--- config.mk ---
export PLATFORM = sky130hd
export DESIGN_NAME = regfile_wb_sched
export DESIGN_NICKNAME = d
export VERILOG_FILES = /design/src/rtl/regfile_wb_sched.sv
export SDC_FILE = /design/constraint.sdc
export NUM_CORES = 1
export LEC_CHECK = 0
export ABC_AREA = 0
export CORE_MARGIN = 8
export CORE_UTILIZATION = 55
export DETAILED_ROUTE_END_ITERATION = 12
export DONT_BUFFER_PORTS = 1
export PLACE_DENSITY_LB_ADDON = 0.05
export REMOVE_ABC_BUFFERS = 1
export SYNTH_ARGS = -nofsm -noshare
export SYNTH_HDL_FRONTEND = slang
export SYNTH_SLANG_ARGS = --single-unit
--- constraint.sdc ---
create_clock -name clk -period 1.4 [get_ports clk]
set_input_delay 0.14 -clock clk [delete_from_list [all_inputs] [get_ports clk]]
set_output_delay 0.14 -clock clk [all_outputs]
set_load 0.1 [all_outputs]
--- src/rtl/regfile_wb_sched.sv ---
// Writeback scheduler: round-robin ALU/MEM arbitration, busy scoreboard, optional bypass.
// Ports: clk, rst; alu_*/mem_* writeback requests; rsv_* reservation; rd_a/rd_b, hazard; rf_* write port; fwd_* bypass.
// Optional feature: define REGFILE_WB_BYPASS_EN to compile writeback forwarding.
module regfile_wb_sched #(
  parameter int DATA_WIDTH = 31
) (
  input  logic                  clk,
  input  logic                  rst,
  input  logic                  alu_valid,
  input  logic [3:0]            alu_reg,
  input  logic [DATA_WIDTH:0]   alu_data,
  output logic                  alu_ready,
  input  logic                  mem_valid,
  input  logic [3:0]            mem_reg,
  input  logic [DATA_WIDTH:0]   mem_data,
  output logic                  mem_ready,
  input  logic                  rsv_valid,
  input  logic [3:0]            rsv_reg,
  output logic                  rsv_ready,
  input  logic [3:0]            rd_a,
  input  logic [3:0]            rd_b,
  output logic                  hazard,
  output logic                  rf_enable,
  output logic [3:0]            rf_InReg,
  output logic [DATA_WIDTH:0]   rf_In,
  output logic                  fwd_a_hit,
  output logic                  fwd_b_hit,
  output logic [DATA_WIDTH:0]   fwd_a_data,
  output logic [DATA_WIDTH:0]   fwd_b_data
);

  // ptr: 0 = ALU has priority, 1 = MEM has priority
  logic                ptr;
  logic [15:0]         busy;
  logic [15:0]         busy_nxt;
  logic                en_q;
  logic [3:0]          reg_q;
  logic [DATA_WIDTH:0] data_q;
  logic                grant;
  logic                rsv_fire;
  logic                clr_hit;

  always_comb begin
    alu_ready = ~rst & alu_valid & (~mem_valid | ~ptr);
    mem_ready = ~rst & mem_valid & (~alu_valid | ptr);
    grant     = alu_ready | mem_ready;
  end

  // A write registered just before reset must never appear on the port,
  // so the registered drive is masked while rst is high.
  always_comb begin
    rf_enable = en_q & ~rst;
    rf_InReg  = rst ? 4'd0 : reg_q;
    rf_In     = rst ? '0 : data_q;
  end

  // A register whose busy bit is being cleared this cycle may be re-reserved.
  always_comb begin
    clr_hit   = rf_enable & (rf_InReg == rsv_reg);
    rsv_ready = ~rst & (~busy[rsv_reg] | clr_hit);
    rsv_fire  = rsv_valid & rsv_ready;
  end

  // Clear first, then set, so a same-cycle reservation wins.
  always_comb begin
    busy_nxt = busy;
    if (rf_enable)
      busy_nxt[rf_InReg] = 1'b0;
    if (rsv_fire)
      busy_nxt[rsv_reg] = 1'b1;
  end

  always_ff @(posedge clk) begin
    if (rst) begin
      ptr    <= 1'b0;
      busy   <= '0;
      en_q   <= 1'b0;
      reg_q  <= 4'd0;
      data_q <= '0;
    end else begin
      en_q <= grant;
      busy <= busy_nxt;
      if (grant) begin
        ptr    <= ~ptr;
        reg_q  <= alu_ready ? alu_reg : mem_reg;
        data_q <= alu_ready ? alu_data : mem_data;
      end
    end
  end

`ifdef REGFILE_WB_BYPASS_EN
  always_comb begin
    fwd_a_hit  = rf_enable & (rf_InReg == rd_a);
    fwd_b_hit  = rf_enable & (rf_InReg == rd_b);
    fwd_a_data = rf_In;
    fwd_b_data = rf_In;
  end
`else
  always_comb begin
    fwd_a_hit  = 1'b0;
    fwd_b_hit  = 1'b0;
    fwd_a_data = '0;
    fwd_b_data = '0;
  end
`endif

  // A source covered by a forwarding hit is not a stall.
  always_comb begin
    hazard = ~rst & ((busy[rd_a] & ~fwd_a_hit) |
                     (busy[rd_b] & ~fwd_b_hit));
  end

endmodule

-- Word-level counts from Yosys, hierarchy flattened
Index checks and enable logic that the tools add are counted.
- multiplexer cells: 16
- eq/ne operators: 1
- order comparisons: 6
- bitwise operators: 22
- reduce and logical (&&, ||, !) cells: 2
- operator list (kind ; count):
    two-way mux 32 bit ; 2
    two-way mux 16 bit ; 2
    < comparator 4 x 5 -> 1 bit (second input constant) ; 4
    bitwise AND 16 bit ; 1
    NOT 16 bit ; 1
    bitwise OR 16 bit ; 1
    binary-select mux 1 bit (select 4 bit) ; 3
    bitwise AND 1 bit ; 9
    demux 1 bit (select 4 bit) ; 2
    greater-or-equal comparator 4 x 1 -> 1 bit (second input constant) ; 2
    two-way mux 4 bit ; 2
    two-way mux 1 bit ; 5
    NOT 1 bit ; 5
    bitwise OR 1 bit ; 5
    equality test 4 bit ; 1
    logical AND 1 bit ; 2
- flip-flop bits (word level): 54
- logic and storage cells: 52
- bits of input ports: 89
- output and inout port bits: 107

-- Logic depth before layout (Yosys ltp)
- word-level depth: 10
- mapped depth: 7
- depth with buffers taken out: 5

-- Worst setup path after synthesis
No wires, ideal clock.
- path kind: flip-flop to output port
- from: reg en_q
- to: out rsv_ready
- cell stages (with the launch flop): 5
- buffers on the path: 0
- data required time: 1.260 ns
- setup slack: -1.799 ns
- arrival time: 3.059 ns
- cells stage by stage: dfxtp_1 -> nor2b_2 -> and2_2 -> nand2b_1 -> a21oi_1
- cells in the longest elaborated chain, start to end: 4
- RTL lines (element ; RTL line ; source):
    from (decl) ; 36 ; logic en_q;
    from (signal assigned) ; 81 ; en_q <= grant;
    bitwise AND 1 bit ; 52 ; rf_enable = en_q & ~rst;
    net rf_enable ; 23 ; output logic rf_enable,
    bitwise AND 1 bit ; 59 ; clr_hit = rf_enable & (rf_InReg == rsv_reg);
    bitwise OR 1 bit ; 60 ; rsv_ready = ~rst & (~busy[rsv_reg] | clr_hit);
    bitwise AND 1 bit ; 60 ;
    to (decl) ; 19 ; output logic rsv_ready,
The timed path passes the listed nets, and every way through them passes these cells.

-- Worst setup path after layout
- from: reg busy[3]
- to: out hazard
- cells in the longest elaborated chain, start to end: 4
- elaborated cells between the ends (all ways): 6
- classes of those cells: 4 x mux; 2 x bitwise
- RTL lines (element ; RTL line ; source):
    from (decl) ; 34 ; logic [15:0] busy;
    from (signal assigned) ; 82 ; busy <= busy_nxt;
    binary-select mux 1 bit (select 4 bit), on equally long branches ; 109, 110 ;
    two-way mux 1 bit, on equally long branches ; 109, 110 ;
    bitwise OR 1 bit (*) ; 109 ; hazard = ~rst & ((busy[rd_a] & ~fwd_a_hit) |
    bitwise AND 1 bit (*) ; 109 ;
    to (decl) ; 22 ; output logic hazard,
Mark *: on every way between the ends. The rest lies on a longest branch, timed or not. The select of a mux whose other input is x is not followed.

==> results.py <==
metrics = {
    "synthesis": {
        "synth_cell_types": 42,
        "avgSynthCellArea_sq_um": 9.123,
        "yosys-top-cells-area": "dfxtp_1 29%, buf_4 14%, mux2i_1 10%",
        "netlist_instances": 402,
        "postSynth.asyncResetShare_pct": 0,
        "synth-xor-area-share_pct": 1.194,
        "syn_area_sq_mm": 0.003667,
        "yosys.area.top_type": "dfxtp_1",
        "synth_compound_area_share_pct": 14.09,
        "synth_top_family_by_area": "simple AND/OR/NAND/NOR gates",
        "synth-simple-area-share_pct": 19.55,
        "muxShareOfSynthArea_pct": 16.51,
        "synth.top_cell.area_share_pct": 29.48,
        "synth_edf_count": 0,
        "synth_seq_cells": 54,
        "synth_seq_area_share_pct": 29.48,
        "yosys_warnings": 0,
        "synth_adder_area_share_pct": 0,
        "ys.flop_type": "dfxtp_1",
    },
    "place": {
        "place_area_sq_mm": 0.004335,
        "gp_congestion": 0.8409,
        "post-place-ws_ns": -0.2858,
        "io_buffers": 0,
        "dp.final_hpwl_um": 7336,
    },
    "grt": {
        "grt_pass1_vias": 3361,
        "grt_max_degree": 57,
        "grt_use_total_pct": 20.92,
        "overflow": 0,
        "antenna_found_initial": 0,
        "grt_pass1_wl_um": 16740,
    },
    "critical_path": {
        "crit_path_end_kind": "output pin",
        "regToRegStartpoint": "busy[2]",
        "crit_path_top_delay_cell": "mux4_2",
        "worstSetupPathType": "flip-flop to output pin",
        "critPathMaxStageDelay_ns": 0.47,
        "critPathArrivalTime_ns": 1.78,
        "path_cells": "mux4_2 > mux2_4 > o21ai_2 > a21oi_2 > buf_12",
        "cp_max_fo": 4,
        "rrSetupSlack_ns": -0.32,
        "worst_r2r_endpoint": "busy[3]",
        "cp-start-kind": "flip-flop",
        "cp.required_ns": 1.26,
        "r2r_cells": 7,
    },
    "sta": {
        "relSlewSlack_pct": 22.85,
        "fin_ws_ns": -0.5173,
        "hold_violations": 0,
        "period_minus_slack_ns": 1.917,
        "skew_ns": 0.004230,
        "finalCritPeriodShare_pct": 137.0,
        "rsz0062_at_grt": "yes",
        "worstMarginPinSlew_ns": 1.154,
        "setup_violations": 19,
        "slew_viol_final": 0,
        "fmax_mhz": 521.6,
    },
    "detailed_routing": {
        "routed_wl_um": 10460,
        "postRouteAntennaNets": 0,
        "drc": 0,
        "first_pass_iters": 4,
        "drtIter0Drc": 133,
        "drt-vias-per-instance": 5.388,
        "vias": 3044,
        "avgRoutedWirePerCell_um": 18.51,
    },
    "floorplan": {
        "initial_core_util_pct": 57.43,
        "pin_count": 196,
        "core-area_sq_mm": 0.006386,
        "num_rows": 29,
        "die_w_um": 97.66,
        "die_h_um": 97.66,
        "die_area_sq_mm": 0.009537,
    },
    "hold_path": {
        "hold_path_depth": 2,
        "hold_end": "reg_q[2]",
        "hold_class": "input pin to flip-flop",
        "min_from": "mem_reg[2]",
    },
    "layout": {
        "finalNetCount": 576,
        "post-route-cell-area_sq_mm": 0.005039,
        "diodes": 0,
        "final_common_cell": "conb_1",
        "drive_gt1_share_pct": 38.73,
        "final_util_pct": 78.90,
        "syn_to_final_growth_pct": 37.39,
        "final_cell_mix": "66 x conb_1, 42 x dfxtp_1, 36 x buf_4, 35 x nor2b_2",
        "num-fill-cells": 419,
    },
    "clock_network": {
        "cts_buffer_depth": 2,
        "cts-buffers-inserted": 5,
        "cts.sinks": 54,
        "htree_levels": 2,
        "cts_tree": "done",
        "clk_pin_slew_ns": 0.10,
        "cts_root_buffer": "clkbuf_8",
        "clk_latency_ns": 0.31,
    },
    "pwr": {
        "vdd_ir_drop_max_mv": 0.6899,
        "power_mw": 5.294,
        "p_leak_nw": 2.110,
        "power_density_mw_per_mm2": 1051,
    },
    "flow_run": {
        "cap_violations": 0,
    },
    "run_status": {
        "status": "finished, violations left",
        "violations": "setup timing",
    },
}
## worst max-delay path by stage
| stage | start | to | slack [ns] | cells after the start |
|---|---|---|---|---|
| CTS | busy[3] | hazard | -0.53 | 5 |
| global placement | busy[3] | hazard | -0.24 | 5 |
| floorplan | en_q | rsv_ready | -1.80 | 4 |
| finish | busy[3] | hazard | -0.52 | 5 |
| global route | busy[3] | hazard | -0.59 | 5 |
| detailed placement | busy[3] | hazard | -0.29 | 5 |
## final cells by class
| class | count | area [sq um] | share of cell area (%) |
|---|---|---|---|
| Sequential cell | 54 | 1096 | 21.75 |
| Multi-Input combinational cell | 318 | 2367 | 46.98 |
| Clock inverter | 2 | 37.54 | 0.7450 |
| Inverter | 3 | 11.26 | 0.2235 |
| Timing Repair Buffer | 105 | 1358 | 26.94 |
| Tap cell | 77 | 96.34 | 1.912 |
| Clock buffer | 6 | 72.57 | 1.440 |
## routing by layer
| layer | global-route usage [%] | vias up | routed length [um] |
|---|---|---|---|
| met1 | 21.43 | 1405 | 3697 |
| met2 | 37.14 | 176 | 5418 |
| li1 | - | 1444 | - |
| met5 | 0 | - | 0 |
| met4 | 7.459 | 0 | 158 |
| met3 | 8.677 | 19 | 1183 |
## registers in the layout, summed over array words and instances, names as in the netlist
register,flops
reg_q,4
en_q,1
data_q,32
ptr,1
busy,16
## cells by family after synthesis
logic type	Yosys count
AO/OA/AOI/OAI	72
flip-flops	54
buffers and inverters	95
multiplexers	49
other	1
AND/OR/NAND/NOR	126
XOR/XNOR	5
## stage by stage
step,setup TNS (ns),hold slack [ns],std cells
final,-3.640,0.01317,565
after global routing,-5.589,0.01527,565
after CTS,-4.384,0.005048,560
after detailed placement,-2.380,0.2327,519
after global placement,-1.970,0.2255,519
after floorplan,-85.45,0.2124,375
## cell usage after synthesis (5+ instances only)
cell and n:
nor2b_1 38, clkbuf_8 5, nand2_1 8, nand3_1 16
xnor2_1 5, mux2i_1 38, clkbuf_1 11, a21oi_1 29
mux4_2 9, buf_4 69, and3_1 9, o21ai_0 10
nand3b_1 6, o21ai_2 7, o211ai_1 9, dfxtp_1 54
a221o_1 9, nor2_1 34
## worst max-delay path, delay by kind of cell, from the launching register on
family	cells	cell delay, ns
buffers and inverters	1	0.17
AOI/OAI and AO/OA	2	0.21
DFF	1	0.34
muxes	2	0.75
## what timing repair did
| action | in CTS | in global routing |
|---|---|---|
| buffers inserted | 9 | 5 |
| hold endpoints to repair | 22 | 0 |
| hold buffers | 23 | 0 |
| setup endpoints to repair | 25 | 48 |
| gates cloned | 1 | 1 |
| pin swaps | 24 | 7 |
| resized for setup | 41 | 25 |
## where the power goes
| group | total [mW] | leakage (nW) | internal (mW) | switching (mW) |
|---|---|---|---|---|
| Sequential | 1.70 | 0.453 | 1.66 | 0.0445 |
| Clock | 1.04 | 0.0514 | 0.534 | 0.506 |
| Combinational | 2.55 | 1.60 | 0.728 | 1.82 |
Note: power is estimated with default switching activity, not from simulation.
